### config.mk
export PLATFORM = sky130hd
export DESIGN_NAME = sc_ulpi_reg_engine
export DESIGN_NICKNAME = d
export VERILOG_FILES = /design/src/rtl/sc_ulpi_reg_engine.sv
export SDC_FILE = /design/constraint.sdc
export NUM_CORES = 1
export LEC_CHECK = 0
export BUFFER_PORTS_ARGS = -buffer_cell sky130_fd_sc_hd__buf_2
export CAP_MARGIN = 5
export CORE_MARGIN = 10
export CORE_UTILIZATION = 40
export CTS_CLUSTER_DIAMETER = 80
export CTS_CLUSTER_SIZE = 14
export DETAILED_ROUTE_END_ITERATION = 8
export PLACE_DENSITY = 0.6
export REMOVE_ABC_BUFFERS = 1
export SLEW_MARGIN = 25
export SYNTH_ARGS = -nofsm -noshare
export SYNTH_HDL_FRONTEND = slang
export SYNTH_SLANG_ARGS = --single-unit
### constraint.sdc
create_clock -name ULPI_CLK -period 3 [get_ports ULPI_CLK]
set_input_delay 0.3 -clock ULPI_CLK [delete_from_list [all_inputs] [get_ports ULPI_CLK]]
set_output_delay 0.3 -clock ULPI_CLK [all_outputs]
set_load 0.01 [all_outputs]
### src/rtl/sc_ulpi_reg_engine.sv
// ULPI link-side register engine: round-robin client arbitration onto ULPI TX CMD
// register reads/writes (immediate or extended address), PHY-abort retry, stall timeout, RX CMD capture.
module sc_ulpi_reg_engine #(
   parameter int NUM_CH    = 2,
   parameter int TIMEOUT   = 255,
   parameter int RETRY_MAX = 3
) (
   input  logic                ULPI_CLK,
   input  logic                ULPI_RST,
   input  logic [NUM_CH-1:0]   REQ,
   input  logic [NUM_CH-1:0]   REQ_WR,
   input  logic [8*NUM_CH-1:0] REQ_ADDR,
   input  logic [8*NUM_CH-1:0] REQ_WDATA,
   output logic [NUM_CH-1:0]   ACK,
   output logic [7:0]          RDATA,
   output logic                ERR,
   input  logic                ULPI_DIR,
   input  logic                ULPI_NXT,
   input  logic [7:0]          ULPI_DATA_I,
   output logic [7:0]          ULPI_DATA_O,
   output logic                ULPI_STP,
   output logic [7:0]          RXCMD,
   output logic                RXCMD_VLD
);
   localparam int CW = (NUM_CH > 1) ? $clog2(NUM_CH) : 1;

   typedef enum logic [3:0] {
      S_IDLE, S_TXCMD, S_EXTADDR, S_WDATA, S_STOP,
      S_RTURN, S_RDATA, S_RTURN2, S_ABORT, S_DONE
   } state_t;

   state_t        state_q, state_d;
   logic [CW-1:0] rr_q, rr_d, ch_q, ch_d;
   logic          wr_q, wr_d;
   logic [7:0]    addr_q, addr_d, wdata_q, wdata_d, rdata_q, rdata_d;
   logic [3:0]    retry_q, retry_d;
   logic [15:0]   tmo_q, tmo_d;
   logic          err_q, err_d;
   logic          dir_q;
   logic [7:0]    rxcmd_q;
   logic          rxcmd_vld_q;

   logic          gnt_vld;
   logic [CW-1:0] gnt_idx;
   int            cand;
   logic          ext;
   logic [5:0]    cpd;
   logic          counted, tmo_hit, to_fire, abort;
   logic [7:0]    data_o;
   logic          stp_o;
   logic          rx_hit;

   // Search starts at rr_q, the channel after the last one granted.
   always_comb begin
      gnt_vld = 1'b0;
      gnt_idx = '0;
      cand    = 0;
      for (int i = 0; i < NUM_CH; i++) begin
         cand = int'(rr_q) + i;
         if (cand >= NUM_CH) cand = cand - NUM_CH;
         if (!gnt_vld && REQ[CW'(cand)]) begin
            gnt_vld = 1'b1;
            gnt_idx = CW'(cand);
         end
      end
   end

   assign ext     = (addr_q[7:6] != 2'b00) || (addr_q == 8'h2F);
   assign cpd     = ext ? 6'h2F : addr_q[5:0];
   assign counted = (state_q == S_TXCMD) || (state_q == S_EXTADDR) || (state_q == S_WDATA) ||
                    (state_q == S_RTURN) || (state_q == S_RTURN2);
   assign tmo_hit = (tmo_q == 16'(TIMEOUT - 1));

   always_comb begin
      state_d = state_q;
      rr_d    = rr_q;
      ch_d    = ch_q;
      wr_d    = wr_q;
      addr_d  = addr_q;
      wdata_d = wdata_q;
      rdata_d = rdata_q;
      retry_d = retry_q;
      err_d   = err_q;
      data_o  = 8'h00;
      stp_o   = 1'b0;
      to_fire = 1'b0;
      abort   = 1'b0;
      case (state_q)
         S_IDLE: begin
            if (!ULPI_DIR && gnt_vld) begin
               state_d = S_TXCMD;
               ch_d    = gnt_idx;
               rr_d    = (int'(gnt_idx) == NUM_CH - 1) ? '0 : gnt_idx + CW'(1);
               wr_d    = REQ_WR[gnt_idx];
               addr_d  = REQ_ADDR[{gnt_idx, 3'b000} +: 8];
               wdata_d = REQ_WDATA[{gnt_idx, 3'b000} +: 8];
               rdata_d = 8'h00;
               retry_d = 4'd0;
               err_d   = 1'b0;
            end
         end
         S_TXCMD: begin
            data_o = {1'b1, ~wr_q, cpd};
            if (ULPI_DIR)      abort   = 1'b1;
            else if (ULPI_NXT) state_d = ext ? S_EXTADDR : (wr_q ? S_WDATA : S_RTURN);
            else               to_fire = tmo_hit;
         end
         S_EXTADDR: begin
            data_o = addr_q;
            if (ULPI_DIR)      abort   = 1'b1;
            else if (ULPI_NXT) state_d = wr_q ? S_WDATA : S_RTURN;
            else               to_fire = tmo_hit;
         end
         S_WDATA: begin
            data_o = wdata_q;
            if (ULPI_DIR)      abort   = 1'b1;
            else if (ULPI_NXT) state_d = S_STOP;
            else               to_fire = tmo_hit;
         end
         S_STOP: begin
            stp_o   = 1'b1;
            state_d = S_DONE;
         end
         // DIR with NXT on the turnaround means the PHY took the bus for a receive.
         S_RTURN: begin
            if (ULPI_DIR && ULPI_NXT) abort   = 1'b1;
            else if (ULPI_DIR)        state_d = S_RDATA;
            else                      to_fire = tmo_hit;
         end
         S_RDATA: begin
            rdata_d = ULPI_DATA_I;
            state_d = S_RTURN2;
         end
         S_RTURN2: begin
            if (!ULPI_DIR) state_d = S_DONE;
            else           to_fire = tmo_hit;
         end
         S_ABORT: begin
            if (!ULPI_DIR) begin
               if (int'(retry_q) > RETRY_MAX) begin
                  err_d   = 1'b1;
                  state_d = S_DONE;
               end else begin
                  state_d = S_TXCMD;
               end
            end
         end
         S_DONE:  state_d = S_IDLE;
         default: state_d = S_IDLE;
      endcase

      if (abort) begin
         state_d = S_ABORT;
         retry_d = retry_q + 4'd1;
      end
      if (to_fire) begin
         err_d   = 1'b1;
         rdata_d = 8'h00;
         state_d = ULPI_DIR ? S_DONE : S_STOP;
      end
   end

   assign tmo_d  = (counted && (state_d == state_q)) ? tmo_q + 16'd1 : 16'd0;
   assign rx_hit = ULPI_DIR && dir_q && !ULPI_NXT && (state_q != S_RDATA);

   always_ff @(posedge ULPI_CLK) begin
      if (ULPI_RST) begin
         state_q     <= S_IDLE;
         rr_q        <= '0;
         ch_q        <= '0;
         wr_q        <= 1'b0;
         addr_q      <= 8'h00;
         wdata_q     <= 8'h00;
         rdata_q     <= 8'h00;
         retry_q     <= 4'd0;
         tmo_q       <= 16'd0;
         err_q       <= 1'b0;
         dir_q       <= 1'b0;
         rxcmd_q     <= 8'h00;
         rxcmd_vld_q <= 1'b0;
      end else begin
         state_q     <= state_d;
         rr_q        <= rr_d;
         ch_q        <= ch_d;
         wr_q        <= wr_d;
         addr_q      <= addr_d;
         wdata_q     <= wdata_d;
         rdata_q     <= rdata_d;
         retry_q     <= retry_d;
         tmo_q       <= tmo_d;
         err_q       <= err_d;
         dir_q       <= ULPI_DIR;
         rxcmd_q     <= rx_hit ? ULPI_DATA_I : rxcmd_q;
         rxcmd_vld_q <= rx_hit;
      end
   end

   always_comb begin
      ACK = '0;
      if (state_q == S_DONE) ACK[ch_q] = 1'b1;
   end

   assign ERR         = (state_q == S_DONE) && err_q;
   assign RDATA       = rdata_q;
   assign ULPI_DATA_O = ULPI_DIR ? 8'h00 : data_o;
   assign ULPI_STP    = stp_o;
   assign RXCMD       = rxcmd_q;
   assign RXCMD_VLD   = rxcmd_vld_q;
endmodule

==> results.md <==
- Minimum clock period: between 2000 and 3000 ps
- GRT overflow: 0
- Mapped Area: between 3000 and 4000 um^2
- Tcrit/Tclk final: 0.869
- Setup crit end kind: register
- Clock Skew: ~8.4 ps
- Actual slew at the worst max-slew pin: around 600 ps
- Via Count: about 3000
- First-pass iteration count of the detailed router: 4
- RePlAce Congestion: between 0.8 and 0.9
- Worst hold slack: 208 ps
- Core Rows: 32
- Register area share after synthesis: 0.385
- Number of synthesized flops with an enable pin: 0
- Hold WC Path Type: input port to register
- CTS Sinks: between 60 and 70
- CTS Buf Count: 9
- Final #Nets: 509
- CORE AREA: between 7000 and 8000 um^2
- CP Launch Type: register
- Crit Path Category: register to register
- Yosys warnings: 0
- Final cell count without fillers: 565
- Total chip power: slightly above 2 mW
- Number of buffers added on ports: 75
- Post-CTS Setup Inserts: 0
- Seq cells post-synth: between 60 and 70
- Worst-path clk slew: approximately 70 ps
- Final setup viols: 0
- Max Buffers Root-to-Sink: 2
- Dpl hpwl: 6270 um
- Drt drc: 0
- Worst EP arrival: between 2000 and 3000 ps
- Initial Utilization: 0.415
- IO Count: 77
- F_max: roughly 0.38 GHz
- CTS H-tree lvls: 3
- Inst Count DP: roughly 550
- First-pass GRT wire length: about 14000 um
- Prevailing post-synth register cell: dfxtp_1
- Synthesized netlist cell count: 388
- Worst-Skew Late Latency: between 300 and 400 ps
- P_leak: 1.51 nW
- Tot GR Track Use: 0.139
- Largest net degree at the start of global routing: 39
- Number of vias per cell: 5.26
- Vias in the first global route: approximately 2800
- Number of max-cap violations: 0
- Die X: about 110 um
- Hold_buf cts: 0
- Slew HR: 0.592
- Max FO, Critical Path: 17
- Initial DRC count: 84
- Area delta synth->final: 20.9%
- Critical Path RT: ~3300 ps
- Number of diodes: 0
- Worst vdd ir: roughly 260 uV
- Ys async rst share: 0
- Clock root cell: clkbuf_8
- Unrepaired setup endpoints after global routing: no
- Library cells used by synthesis: 56
- Resize count post-CTS: 0
- DIE AREA: 12000 um^2
- Die height: roughly 110 um
- Status: finished clean
- Routed wire length: approximately 8300 um
- Wire per inst: 14.7 um
- Cell area power density: 520 nW/um^2
- Initial antenna violation count: 0
- Final hold violation count: 0
- Final slew viol count: 0
- Avg Inst Size Synth: roughly 8.3 um^2
- DRT antenna net count: 0
- CTS tree: done
- FILL cells: a little over 800
- Fraction of layout cells with a size suffix above 1: 0.259
## state kept, by name, summed over array words and instances (netlist names), 4 cells and up
signal	flops
tmo_q	16
RDATA	8
state_q	4
RXCMD	8
addr_q	8
wdata_q	8
retry_q	4
## where the power goes
group / internal (mW) / total [mW] / switching, mW / leakage [nW]
Sequential: 0.860 / 0.910 / 0.0495 / 0.504
Combinational: 0.141 / 0.314 / 0.174 / 0.896
Clock: 0.488 / 0.800 / 0.312 / 0.110
## metal layers
metal  up-vias  track usage  share of wire
met5         -            0              0
met1      1374        0.170           0.44
met2        69        0.224           0.49
met4         0       0.0520          0.016
met3        11       0.0421          0.064
li1       1518            -              -
## synth_stat cells (7+ instances only)
cell type   n  area share
a211oi_1   18       0.042
a21oi_1    21       0.033
and3_1      7       0.014
clkbuf_1   17       0.020
dfxtp_1    62        0.39
mux2i_1    28       0.087
nand2_1    25       0.029
nand2b_1    8       0.016
nand3_1    23       0.036
nor2_1     61       0.071
nor2_2     10       0.019
nor2b_1     8       0.016
o21ai_0     7       0.011
xor2_1     10       0.027
## per-stage QoR
stage / TNS [ps] / area [um^2] / setup WS (ps) / util
after global placement: 0 / 3680 / 447 / 0.474
after floorplan: -8350 / 3100 / -481 / -
after global routing: 0 / 3900 / 117 / 0.502
after detailed placement: 0 / 3680 / 366 / 0.474
final: 0 / 3900 / 394 / 0.502
after CTS: 0 / 3890 / 360 / 0.501
## layout make-up
class                      count  area [um^2]  area share
inverter                       7         26.3     0.00674
tap                          102          128      0.0328
clock buffer                  12          145      0.0373
sequential                    62         1240       0.319
timing repair buffer          84          443       0.114
multi-input combinational    294         1840       0.473
clock inverter                 4         70.1      0.0180
## worst max-delay path: stages, from the launching register on
cell and delay, ps:
dfxtp_1 670, buf_4 260, nand4b_1 120, a31oi_1 80
a311oi_1 380, nand2_1 130, a221o_1 300, a211o_4 440
nor2_1 140
## cells in the final DEF, fill, tap and decap left out, types with 4 or more instances in the layout
cell	synthesis	layout
a21oi_1	21	21
a31oi_1	4	4
and3_1	7	7
nor2_1	61	61
nand2b_1	8	8
mux2i_1	28	28
inv_1	6	6
nor3_1	5	4
o21ai_0	7	7
nor2_2	10	10
nand4_1	4	4
xnor2_1	6	6
buf_2	5	75
nand3_1	23	23
a22oi_1	4	4
xor2_1	10	10
nand2_1	25	25
nor2b_1	8	8
buf_4	0	9
dfxtp_1	62	61
clkbuf_8	0	10
a211oi_1	18	18
or3_1	4	4
## final timing paths
kind | start | end | slack (ps) | depth (start not counted)
hold / removal | ULPI_DATA_I[2] | RDATA[2] | 210 | 3
setup reg to reg | state_q[1] | tmo_q[2] | 390 | 8
hold reg to reg | RDATA[1] | RDATA[1] | 470 | 2
setup / recovery | state_q[1] | tmo_q[2] | 390 | 8
## logic make-up (layout without fill, tap and decap cells)
kind of cell	after synthesis	count (layout)	synth area share
DFF	62	62	0.385
AOI/OAI and AO/OA	77	77	0.165
muxes	29	29	0.0905
buffers and inverters	32	107	0.0450
xor gates and xnor gates	16	16	0.0435
adders and majority gates	3	3	0.0116
and+or+nand+nor	169	169	0.259
Note: power is estimated with default switching activity, not from simulation.
